[src/rtl/key_filter_pkg.sv]
// Shared widths and constants for the key debouncer.
`timescale 1ns/1ps
package key_filter_pkg;

    localparam int unsigned CNT_W       = 20;
    localparam int unsigned SYNC_STAGES = 2;

    // Cycles after reset until the synchronizer and delay register hold real samples.
    localparam int unsigned FLUSH_W = 2;
    localparam logic [FLUSH_W-1:0] FLUSH_DONE = FLUSH_W'(3);

endpackage

[src/rtl/key_sync.sv]
// Synchronizes the raw key into the clock domain and emits registered edge strobes.
`timescale 1ns/1ps
module key_sync
    import key_filter_pkg::*;
(
    input  logic clk,
    input  logic rst_n,
    input  logic key_i,
    output logic nedge_o,
    output logic pedge_o
);

    logic [SYNC_STAGES-1:0] sync_q;
    logic                   key_s;
    logic                   key_s_dly_q;
    logic [FLUSH_W-1:0]     flush_q;
    logic [FLUSH_W-1:0]     flush_d;
    logic                   armed_q;
    logic                   armed_d;
    logic                   nedge_q;
    logic                   nedge_d;
    logic                   pedge_q;
    logic                   pedge_d;

    assign key_s = sync_q[SYNC_STAGES-1];

    // Falling edges stay blocked until a released level has been seen after reset,
    // so a key held down across reset release never looks like a fresh press.
    always_comb begin
        flush_d = flush_q;
        if (flush_q != FLUSH_DONE) begin
            flush_d = flush_q + FLUSH_W'(1);
        end
        armed_d = armed_q | ((flush_q == FLUSH_DONE) & key_s);
        nedge_d = armed_q & key_s_dly_q & ~key_s;
        pedge_d = ~key_s_dly_q & key_s;
    end

    always_ff @(posedge clk or negedge rst_n) begin
        if (!rst_n) begin
            sync_q      <= '1;
            key_s_dly_q <= 1'b1;
            flush_q     <= '0;
            armed_q     <= 1'b0;
            nedge_q     <= 1'b0;
            pedge_q     <= 1'b0;
        end else begin
            sync_q      <= {sync_q[SYNC_STAGES-2:0], key_i};
            key_s_dly_q <= key_s;
            flush_q     <= flush_d;
            armed_q     <= armed_d;
            nedge_q     <= nedge_d;
            pedge_q     <= pedge_d;
        end
    end

    assign nedge_o = nedge_q;
    assign pedge_o = pedge_q;

endmodule

[src/rtl/key_filter.sv]
// Debounces a mechanical key: a level must hold CNT_MAX+1 counts before it is accepted.
`timescale 1ns/1ps
module key_filter
    import key_filter_pkg::*;
#(
    parameter int unsigned CNT_MAX = 999_999
) (
    input  logic Clk50M,
    input  logic Rst_n,
    input  logic key_in,
    output logic key_flag,
    output logic key_state
);

    localparam logic [1:0] IDLE    = 2'b00;
    localparam logic [1:0] FILTER0 = 2'b01;
    localparam logic [1:0] DOWN    = 2'b10;
    localparam logic [1:0] FILTER1 = 2'b11;

    localparam logic [CNT_W-1:0] CNT_LAST = CNT_W'(CNT_MAX);

    logic             nedge;
    logic             pedge;
    logic [1:0]       state_q;
    logic [1:0]       state_d;
    logic [CNT_W-1:0] cnt_q;
    logic [CNT_W-1:0] cnt_d;
    logic             flag_q;
    logic             flag_d;
    logic             key_state_q;
    logic             key_state_d;

    key_sync u_key_sync (
        .clk     (Clk50M),
        .rst_n   (Rst_n),
        .key_i   (key_in),
        .nedge_o (nedge),
        .pedge_o (pedge)
    );

    // Counter defaults to zero, so it clears on every transition and idles at zero.
    always_comb begin
        state_d     = state_q;
        cnt_d       = '0;
        flag_d      = 1'b0;
        key_state_d = key_state_q;
        case (state_q)
            IDLE: begin
                if (nedge) begin
                    state_d = FILTER0;
                end
            end
            FILTER0: begin
                if (pedge) begin
                    state_d = IDLE;
                end else if (cnt_q == CNT_LAST) begin
                    state_d     = DOWN;
                    flag_d      = 1'b1;
                    key_state_d = 1'b0;
                end else begin
                    cnt_d = cnt_q + CNT_W'(1);
                end
            end
            DOWN: begin
                if (pedge) begin
                    state_d = FILTER1;
                end
            end
            FILTER1: begin
                if (nedge) begin
                    state_d = DOWN;
                end else if (cnt_q == CNT_LAST) begin
                    state_d     = IDLE;
                    flag_d      = 1'b1;
                    key_state_d = 1'b1;
                end else begin
                    cnt_d = cnt_q + CNT_W'(1);
                end
            end
            default: begin
                state_d = IDLE;
            end
        endcase
    end

    always_ff @(posedge Clk50M or negedge Rst_n) begin
        if (!Rst_n) begin
            state_q     <= IDLE;
            cnt_q       <= '0;
            flag_q      <= 1'b0;
            key_state_q <= 1'b1;
        end else begin
            state_q     <= state_d;
            cnt_q       <= cnt_d;
            flag_q      <= flag_d;
            key_state_q <= key_state_d;
        end
    end

    assign key_flag  = flag_q;
    assign key_state = key_state_q;

endmodule

[config.mk]
export PLATFORM = sky130hd
export DESIGN_NAME = key_filter
export DESIGN_NICKNAME = d
export VERILOG_FILES = /design/src/rtl/key_filter_pkg.sv /design/src/rtl/key_sync.sv /design/src/rtl/key_filter.sv
export SDC_FILE = /design/constraint.sdc
export NUM_CORES = 1
export LEC_CHECK = 0
export BUFFER_PORTS_ARGS = -buffer_cell sky130_fd_sc_hd__buf_2
export CAP_MARGIN = 10
export CORE_MARGIN = 3
export CORE_UTILIZATION = 55
export CTS_BUF_LIST = sky130_fd_sc_hd__clkbuf_2 sky130_fd_sc_hd__clkbuf_4 sky130_fd_sc_hd__clkbuf_8
export CTS_CLUSTER_DIAMETER = 30
export DETAILED_ROUTE_END_ITERATION = 8
export PLACE_DENSITY_LB_ADDON = 0.15
export SYNTH_ARGS = -nofsm -noshare
export SYNTH_HDL_FRONTEND = slang
export SYNTH_SLANG_ARGS = --single-unit
[constraint.sdc]
create_clock -name Clk50M -period 2.4 [get_ports Clk50M]
set_input_delay 0.24 -clock Clk50M [delete_from_list [all_inputs] [get_ports Clk50M]]
set_output_delay 0.24 -clock Clk50M [all_outputs]
set_load 0.01 [all_outputs]
==> reports/results.ini, run 1 <==
[worst_setup_path]
end_kind = register
crit_family = simple AND/OR/NAND/NOR gates
reg2reg_from = cnt_q[2]$_DFF_PN0_
r2r_slack_ps = 430
path_depth = 4
start_kind = register
worstPathCellList = nand3_2, or4b_1, or4_1, a21oi_1
cpPeakStageDelay_ps = 680
cp.required_ps = 2650
crit_type = register to register
worst-path-buf-inv = 0
ff2ff_path_depth = 4
startpoint = cnt_q[2]$_DFF_PN0_
worst_path_max_delay_cell = or4b_1
crit_arrival_ps = 2220
r2r_end = cnt_q[19]$_DFF_PN0_
crit_fanout = 9
cp-endpoint = cnt_q[19]$_DFF_PN0_

[synth]
yosysWarnings = 0
yosysSeqAreaShare_pct = 55.0
synth.net_count = 146
synth-main-ff-cell = dfrtp_1
synth-seq-cells = 32
synth_cell_type_count = 34
synthArstFlopShare_pct = 100
netlist_instances = 141
synth_area_sq_um = 1470
synth_edf_count = 0
syn_avg_cell_area_sq_um = 10.4

[global_routing]
grt_start_max_net_pins = 33
first_global_vias = 1017
antenna_found_initial = 0
grt_pass1_wl_microns = 4310
overflow = 0
gr-usage-all-layers_pct = 17.0

[timing]
setup_violations = 0
tightest_slew_ps = 654
rsz0062_at_grt = no
fin_tns_setup_ps = 0
finalClockSkew_ps = 6.43
slew_viol_final = 0
max_slew_margin_pct = 56.4
finalCriticalPeriod_ps = 1970
setup_slack_ps = 435
finalHoldViolCount = 0
timing.fmax_mhz = 509
timing.final.crit_share_pct = 81.9

[run_status]
outcome = complete, no violations

[placement]
io_buffers = 4
hpwl_microns = 1710
pre_cts_ws_ps = 464
gp_congestion = 0.796

[detailed_routing]
drtPass1Iterations = 6
wl_per_cell_microns = 13.2
remaining_drc_errors = 0
vias_per_cell = 5.69
drtIter0Drc = 22
totalWireLength_microns = 2380
ant_nets = 0
vias = 1030

[cts]
root_buffer = clkbuf_4
cts_resized = 0
cts_setup_buffers = 0
cts_tree = built
htreeDepth = 2
path_clk_slew_ps = 100
clk_path_buf_depth = 2
insertion_delay_ps = 320
cts_num_sinks = 32
numCtsBuffers = 5

[pwr]
peakVddDrop_v = 0.000513
leakage_nw = 0.647
p_per_area_nw_per_um2 = 624
power.total_mw = 1.00

[die]
dieHeight_microns = 57.6
start_util_pct = 58.6
ios = 5
die_w_microns = 57.6
row_count = 18
core_area_sq_um = 2500
die_area_sq_um = 3320

[cells_and_area]
multi_input_area_sq_um = 627
num-nets-final = 155
antenna_cells = 0
layout-drive-gt1-share_pct = 13.2
fill_cells = 205
syn2layout_area_growth_pct = 9.82
final_util_pct = 64.4
final-seq-area_sq_um = 806

[worst_hold_path]
min_path_type = register to register

[run]
maxCapViolCount = 0

## state kept, by name, summed over array words and instances, names as in the netlist
register,cells
key_flag,1
key_state,1
u_key_sync.flush_q,2
cnt_q,20
u_key_sync.pedge_o,1
u_key_sync.sync_q,2
u_key_sync.nedge_o,1
u_key_sync.armed_q,1
state_q,2
u_key_sync.key_s_dly_q,1
## metrics by stage
step | hold WS, ps | std cells | cell area [sq um]
floorplan | -55.6 | 141 | 1470
global placement | 306 | 171 | 1510
detailed placement | 312 | 171 | 1510
CTS | 363 | 181 | 1610
global route | 368 | 181 | 1610
finish | 362 | 181 | 1610
## synth_stat cells (2+ instances only)
master	count	share of area [%]
a21oi_1	8	2.7
and2_1	2	0.85
and4_1	3	1.8
clkbuf_1	3	0.77
dfrtp_1	28	48
dfstp_2	4	7.2
ha_1	2	1.7
inv_1	3	0.77
mux2i_1	4	2.7
nand2_1	11	2.8
nand3_1	5	1.7
nand4_1	5	2.1
nor2_1	19	4.9
nor2b_1	2	0.85
nor3_1	3	1.0
nor4_1	2	0.85
o21ai_0	5	1.7
or3_1	5	2.1
xnor2_1	6	3.6
xor2_1	7	4.2
## area by class of cell
type / count / area share, %
Sequential cell: 32 / 50.1
Inverter: 3 / 0.700
Clock inverter: 3 / 2.64
Timing Repair Buffer: 7 / 2.95
Clock buffer: 5 / 2.33
Multi-Input combinational cell: 101 / 39.0
Tap cell: 30 / 2.33
## cell usage in the layout, fill, tap and decap left out, types with 2 or more instances in the layout
master          n
dfstp_2         4
dlygate4sd3_1   2
xor2_1          7
nand4_1         5
mux2i_1         4
nor2_1         19
nand3_1         5
ha_1            2
o21ai_0         5
buf_2           4
nor2b_1         2
nor3_1          3
nor4_1          2
xnor2_1         6
or3_1           5
and2_1          2
dfrtp_1        28
nand2_1        11
and4_1          3
a21oi_1         8
inv_1           3
clkbuf_4        5
## routing by layer
| layer | part of all wire [%] | track usage, % | up-vias | wire [microns] |
|---|---|---|---|---|
| li1 | - | - | 508 | - |
| met1 | 45 | 20.6 | 499 | 1080 |
| met2 | 49 | 27.1 | 18 | 1170 |
| met3 | 3.8 | 4.90 | 5 | 90 |
| met4 | 1.6 | 9.60 | 0 | 37 |
| met5 | 0 | 0 | - | 0 |
## kinds of logic (layout without fill, tap and decap cells)
group                      count (synthesis)  after routing  synth area share [%]
and+or+nand+nor                           64             64                  23.2
muxes                                      5              5                  3.50
xor gates and xnor gates                  13             13                  7.77
AOI/OAI and AO/OA                         17             17                  6.58
adders and majority gates                  2              2                  1.71
DFF                                       32             32                  55.0
buffers and inverters                      8             18                  2.22
## power breakdown
part	internal, mW	switching (mW)	total [mW]
clock	0.217	0.180	0.397
combinational	0.0148	0.0301	0.0449
sequential	0.551	0.0106	0.562
total	0.783	0.221	1.00
## worst register-to-register path, cell delays in order (launching register included)
cell and delay [ps]:
dfrtp_1 440, nand3_2 130, or4b_1 680, or4_1 510, a21oi_1 150
## worst min-delay path by stage
stage                                              start                             end  cells after the start
final                     u_key_sync.sync_q[0]$_DFF_PN1_  u_key_sync.sync_q[1]$_DFF_PN1_                      0
after global routing      u_key_sync.sync_q[0]$_DFF_PN1_  u_key_sync.sync_q[1]$_DFF_PN1_                      0
after CTS                 u_key_sync.sync_q[0]$_DFF_PN1_  u_key_sync.sync_q[1]$_DFF_PN1_                      0
after detailed placement                           Rst_n             cnt_q[15]$_DFF_PN0_                      1
after global placement                             Rst_n             cnt_q[17]$_DFF_PN0_                      1
after floorplan                                    Rst_n              cnt_q[0]$_DFF_PN0_                      0
## timing repair
action | CTS | global route
hold buffers | 2 | 0
setup endpoints to repair | 0 | 0
endpoints found under the hold margin | 29 | 0
Note: power is estimated with default switching activity, not from simulation.
==> inputs of run 2 (changes only) <==
Clock period 2.4 ns to 1.65 ns, I/O delays scaled along.
==> run 2 against run 1 <==
  * The flow now finishes with violations (negative setup slack)
  * Maximum frequency is 11% higher
  * Final area increased by 20%
  * Utilization up 13 points
  * Count of clock-buffer cells in the layout is 1 higher
  * Sequential cell count unchanged
  * Worst setup slack worse by 550 ps
  * Critical path type unchanged
  * Largest power group unchanged
  * Highest routed layer unchanged
==> reports/results.ini, run 2 (synthesized netlist as in run 1, its figures left out) <==
[detailed_routing]
ant_nets = 0  ; unchanged
vias = 1203  ; +17%
drtIter0Drc = 39  ; +77%
drtPass1Iterations = 4  ; -2
totalWireLength_microns = 3210  ; +35%
remaining_drc_errors = 0  ; unchanged
vias_per_cell = 5.73  ; +0.67%
wl_per_cell_microns = 15.3  ; +16%

[worst_setup_path]
cp.required_ps = 1910  ; -740 ps
crit_arrival_ps = 2030  ; -190 ps
crit_fanout = 6  ; -3
crit_type = register to register
start_kind = register
end_kind = register

[cells_and_area]
largest_reg_flops = 20  ; unchanged
regMostFlops = cnt_q
antenna_cells = 0  ; unchanged
layout_common_cells = dfrtp_1, buf_4, nor2_1
num-nets-final = 184  ; +19%
stdcell_count = 210  ; +16%
syn2layout_area_growth_pct = 31.7
layout-drive-gt1-share_pct = 36.1  ; +23 points
layout_commonest_cell = dfrtp_1

[worst_hold_path]
min_path_type = register to register

[placement]
io_buffers = 4  ; unchanged
hpwl_microns = 1820  ; +6.6%
gp_congestion = 0.818  ; +2.7%
dp_cells = 190  ; +11%

[global_routing]
antenna_found_initial = 0  ; unchanged
overflow = 0  ; unchanged
first_global_vias = 1155  ; +14%
gr-usage-all-layers_pct = 19.4  ; +2.4 points
grt_pass1_wl_microns = 4800  ; +12%
grt_start_max_net_pins = 33  ; unchanged

[die]
die_area_sq_um = 3320  ; unchanged
start_util_pct = 58.6  ; unchanged
ios = 5  ; unchanged
row_count = 18  ; unchanged
die_w_microns = 57.6  ; unchanged
core_area_sq_um = 2500  ; unchanged
dieHeight_microns = 57.6  ; unchanged

[run]
maxCapViolCount = 0  ; unchanged

[cts]
cts_tree = built
root_buffer = clkbuf_4
path_clk_slew_ps = 100  ; about the same
numCtsBuffers = 5  ; unchanged
htreeDepth = 2  ; unchanged
clk_path_buf_depth = 2  ; unchanged
cts_num_sinks = 32  ; unchanged
insertion_delay_ps = 330  ; about the same

[timing]
finalCriticalPeriod_ps = 1760  ; -201 ps
finalClockSkew_ps = 8.41  ; +1.98 ps
setup_slack_ps = -114  ; -549 ps
setup_violations = 20  ; +20
rsz0062_at_grt = yes
timing.fmax_mhz = 567  ; +11%
slew_viol_final = 0  ; unchanged
timing.final.crit_share_pct = 107  ; +25 points
tightest_slew_ps = 695  ; +41.2 ps
hold_ws_ps = 363  ; +0.885 ps
max_slew_margin_pct = 53.7  ; -2.7 points
finalHoldViolCount = 0  ; unchanged

[pwr]
leakage_nw = 0.813  ; +26%
peakVddDrop_v = 0.000764  ; +49%
p_per_area_nw_per_um2 = 794  ; +27%

[run_status]
outcome = finished, violations left
violations = negative setup slack

## run 2: changes by cell type in the layout (fill, tap and decap cells not counted), sizes merged
cell | before | now
buf | 5 | 34
clkbuf | 5 | 6
clkinvlp | 1 | 0
## run 2: repair_timing
action / 4_1_cts / 5_1_grt
hold buffers: 2 / 0
setup endpoints to repair: 22 / 23
cloned: 1 / 0
resized for setup: 8 / 21
hold endpoints to repair: 29 / 0
setup buffers: 5 / 5
pin swaps: 4 / 12
## run 2: cell type report
class                           instances  area [sq um]
Clock buffer                            6          45.0
Clock inverter                          2          35.0
Fill cell                             159           571
Inverter                                3          11.3
Multi-Input combinational cell        101           711
Sequential cell                        32           806
Tap cell                               30          37.5
Timing Repair Buffer                   36           284
## run 2: worst max-delay path, cell delays in order (launching register included)
cell and delay (ps):
dfrtp_1 380, nand4_1 130, or4b_4 550, or4_4 510, a21oi_2 130
## run 2: final timing paths
kind,slack [ps],endpoint,start,cells after the start
hold reg to reg,360,u_key_sync.sync_q[1]$_DFF_PN1_,u_key_sync.sync_q[0]$_DFF_PN1_,0
setup reg to reg,-110,cnt_q[19]$_DFF_PN0_,cnt_q[6]$_DFF_PN0_,4
setup / recovery,-110,cnt_q[19]$_DFF_PN0_,cnt_q[6]$_DFF_PN0_,4
min in group asynchronous,400,state_q[1]$_DFFE_PN0P_,Rst_n,2
max in group asynchronous,790,cnt_q[13]$_DFF_PN0_,Rst_n,2
hold / removal,360,u_key_sync.sync_q[1]$_DFF_PN1_,u_key_sync.sync_q[0]$_DFF_PN1_,0
## run 2: per-stage QoR
stage | utilization, % | setup TNS [ps] | setup WS [ps] | cell area, sq um | total power, mW
after global placement | 66.1 | -345 | -139 | 1650 | 0.905
after floorplan | - | -329 | -177 | 1480 | 0.866
after global routing | 77.2 | -1620 | -158 | 1930 | 1.59
final | 77.2 | -527 | -114 | 1930 | 1.53
after CTS | 72.8 | -68.4 | -68.4 | 1820 | 1.52
after detailed placement | 66.1 | -565 | -166 | 1650 | 0.909
## run 2: where the power goes
group | leakage, nW | internal (mW) | switching, mW | total, mW
clock network | 0.0456 | 0.334 | 0.270 | 0.604
registers | 0.412 | 0.802 | 0.0150 | 0.817
logic | 0.355 | 0.0470 | 0.0634 | 0.110
## run 2: layer usage
metal	vias to the layer above	part of all wire (%)	GRT usage [%]
met5	-	0	0
met4	0	1.9	11.9
met3	10	4.9	4.90
met2	43	53	34.4
met1	587	40	20.4
li1	563	-	-
==> inputs of run 3 (changes only) <==
Settings changed: CORE_ASPECT_RATIO set to 0.8, CTS_CLUSTER_DIAMETER 30 to unset, GPL_TIMING_DRIVEN set to 0.
==> run 3 against run 2 <==
  * The flow still finishes with violations (negative setup slack)
  * Sequential power about the same
  * Sequential share of layout area down 1.1 points
  * Clock power down 22%
  * Non-clock buffer count down 4
  * Critical path type unchanged
==> reports/results.ini, run 3 (synthesized netlist as in run 1, its figures left out) <==
[detailed_routing]
ant_nets = 0  ; unchanged
drtIter0Drc = 76  ; +95%
remaining_drc_errors = 0  ; unchanged
vias = 1188  ; -1.2%
totalWireLength_microns = 3300  ; +2.9%
drtPass1Iterations = 4  ; unchanged
vias_per_cell = 5.60  ; -2.2%
wl_per_cell_microns = 15.6  ; +2.0%

[timing]
finalClockSkew_ps = 10.2  ; +1.76 ps
tightest_slew_ps = 684  ; -10.8 ps
hold_ws_ps = 376  ; +12.9 ps
fin_tns_setup_ps = -2710  ; -2180 ps
timing.final.crit_share_pct = 113  ; +6.4 points
finalCriticalPeriod_ps = 1870  ; +106 ps
max_slew_margin_pct = 54.4  ; +0.72 points
rsz0062_at_grt = yes
timing.fmax_mhz = 535  ; -5.7%
slew_viol_final = 0  ; unchanged
finalHoldViolCount = 0  ; unchanged
setup_slack_ps = -220  ; -106 ps
setup_violations = 21  ; +5.0%

[cts]
insertion_delay_ps = 330  ; about the same
htreeDepth = 2  ; unchanged
numCtsBuffers = 5  ; unchanged
cts_num_sinks = 32  ; unchanged
cts_tree = built
path_clk_slew_ps = 100  ; about the same
clk_path_buf_depth = 2  ; unchanged
root_buffer = clkbuf_4

[run_status]
outcome = finished, violations left
violations = negative setup slack

[worst_setup_path]
worstPathCellList = and2_4, or4b_4, or4_4, a21oi_2
crit_arrival_ps = 2130  ; +100 ps
end_kind = register
reg2reg_from = cnt_q[10]$_DFF_PN0_
start_kind = register
ff2ff_path_depth = 4  ; unchanged
r2r_end = cnt_q[19]$_DFF_PN0_
worst_path_max_delay_cell = or4b_4
crit_fanout = 5  ; -1
crit_type = register to register
r2r_slack_ps = -220  ; -110 ps
cp.required_ps = 1910  ; about the same
cpPeakStageDelay_ps = 510  ; -40 ps

[worst_hold_path]
min_path_type = register to register
whs_endpoint = u_key_sync.sync_q[1]$_DFF_PN1_
hp-start = u_key_sync.sync_q[0]$_DFF_PN1_
hold_depth = 0  ; unchanged

[die]
dieHeight_microns = 52.2  ; -9.5%
ios = 5  ; unchanged
start_util_pct = 59.0  ; +0.41 points
die_area_sq_um = 3320  ; +0.11%
row_count = 16  ; -2
die_w_microns = 63.7  ; +11%
core_area_sq_um = 2480  ; -0.70%

[cells_and_area]
regMostFlops = cnt_q
largest_reg_flops = 20  ; unchanged
layout_commonest_cell = dfrtp_1
fill_cells = 157  ; -1.3%
syn2layout_area_growth_pct = 35.6
antenna_cells = 0  ; unchanged
layout_common_cells = dfrtp_1, buf_4, nand2_1
layout-drive-gt1-share_pct = 41.5  ; +5.4 points
num-nets-final = 180  ; -2.2%

[global_routing]
grt_start_max_net_pins = 33  ; unchanged
gr-usage-all-layers_pct = 20.9  ; +1.5 points
grt_pass1_wl_microns = 5180  ; +7.8%
first_global_vias = 1072  ; -7.2%
antenna_found_initial = 0  ; unchanged
overflow = 0  ; unchanged

[pwr]
p_per_area_nw_per_um2 = 716  ; -9.8%
peakVddDrop_v = 0.000591  ; -23%
power.total_mw = 1.42  ; -7.2%
leakage_nw = 0.810  ; -0.37%

[placement]
pre_cts_ws_ps = -295  ; -129 ps
io_buffers = 4  ; unchanged
gp_congestion = 0.809  ; -1.1%
hpwl_microns = 1740  ; -4.3%

[run]
maxCapViolCount = 0  ; unchanged

==> run 3: changes by cell type in the layout (fill, tap and decap cells not counted), moves of 3 or more <==
cell	delta
nor2_1	-9
buf_4	-5
nor2_2	+5
nor2_4	+4
buf_6	-3
buf_8	+3
==> run 3: cell type report <==
type                            instances  area [sq um]  area share (%)
Sequential cell                        32           807            40.6
Buffer                                  2          30.0            1.51
Inverter                                3          11.3           0.567
Tap cell                               36          45.0            2.27
Multi-Input combinational cell        101           779            39.2
Clock inverter                          2          10.0           0.504
Timing Repair Buffer                   30           253            12.7
Clock buffer                            6          51.3            2.58
==> run 3: worst max-delay path: cells and delay by family, from the launching register on <==
family | cells | cell delay (ps)
compound gates | 1 | 140
flops | 1 | 450
simple gates | 3 | 1200
==> run 3: worst max path at each step <==
stage / from / endpoint / cells past startpoint
2_1_floorplan: cnt_q[2]$_DFF_PN0_ / cnt_q[19]$_DFF_PN0_ / 5
3_3_place_gp: cnt_q[2]$_DFF_PN0_ / cnt_q[19]$_DFF_PN0_ / 5
6_report: cnt_q[10]$_DFF_PN0_ / cnt_q[19]$_DFF_PN0_ / 4
4_1_cts: cnt_q[5]$_DFF_PN0_ / cnt_q[19]$_DFF_PN0_ / 6
3_5_place_dp: cnt_q[2]$_DFF_PN0_ / cnt_q[19]$_DFF_PN0_ / 5
5_1_grt: cnt_q[8]$_DFF_PN0_ / cnt_q[19]$_DFF_PN0_ / 4
==> run 3: report_power, final <==
group,leakage (nW),internal (mW),switching (mW)
combinational,0.361,0.0578,0.0773
sequential,0.411,0.802,0.0162
clock,0.0380,0.203,0.266
total,0.810,1.06,0.360
==> run 3: stage by stage <==
step | area, sq um | instances | util (%)
final | 1990 | 212 | 80.0
after CTS | 1790 | 206 | 72.3
after global placement | 1540 | 181 | 62.1
after global routing | 1990 | 212 | 80.0
after floorplan | 1480 | 141 | -
after detailed placement | 1540 | 181 | 62.1
==> run 3: what timing repair did <==
item,in CTS,in global routing
cloned,1,1
pin swaps,9,17
resized for setup,14,39
buffers inserted,14,9
hold endpoints to repair,29,0
hold buffers,2,0
setup endpoints to repair,22,24
==> run 3: layer usage <==
layer | routed length (microns) | GRT usage [%] | part of all wire [%] | vias to the layer above
met5 | 0 | 0 | 0 | -
li1 | - | - | - | 562
met4 | 57 | 9.32 | 1.7 | 0
met2 | 1590 | 34.0 | 48 | 33
met1 | 1460 | 27.0 | 44 | 585
met3 | 188 | 4.75 | 5.7 | 8
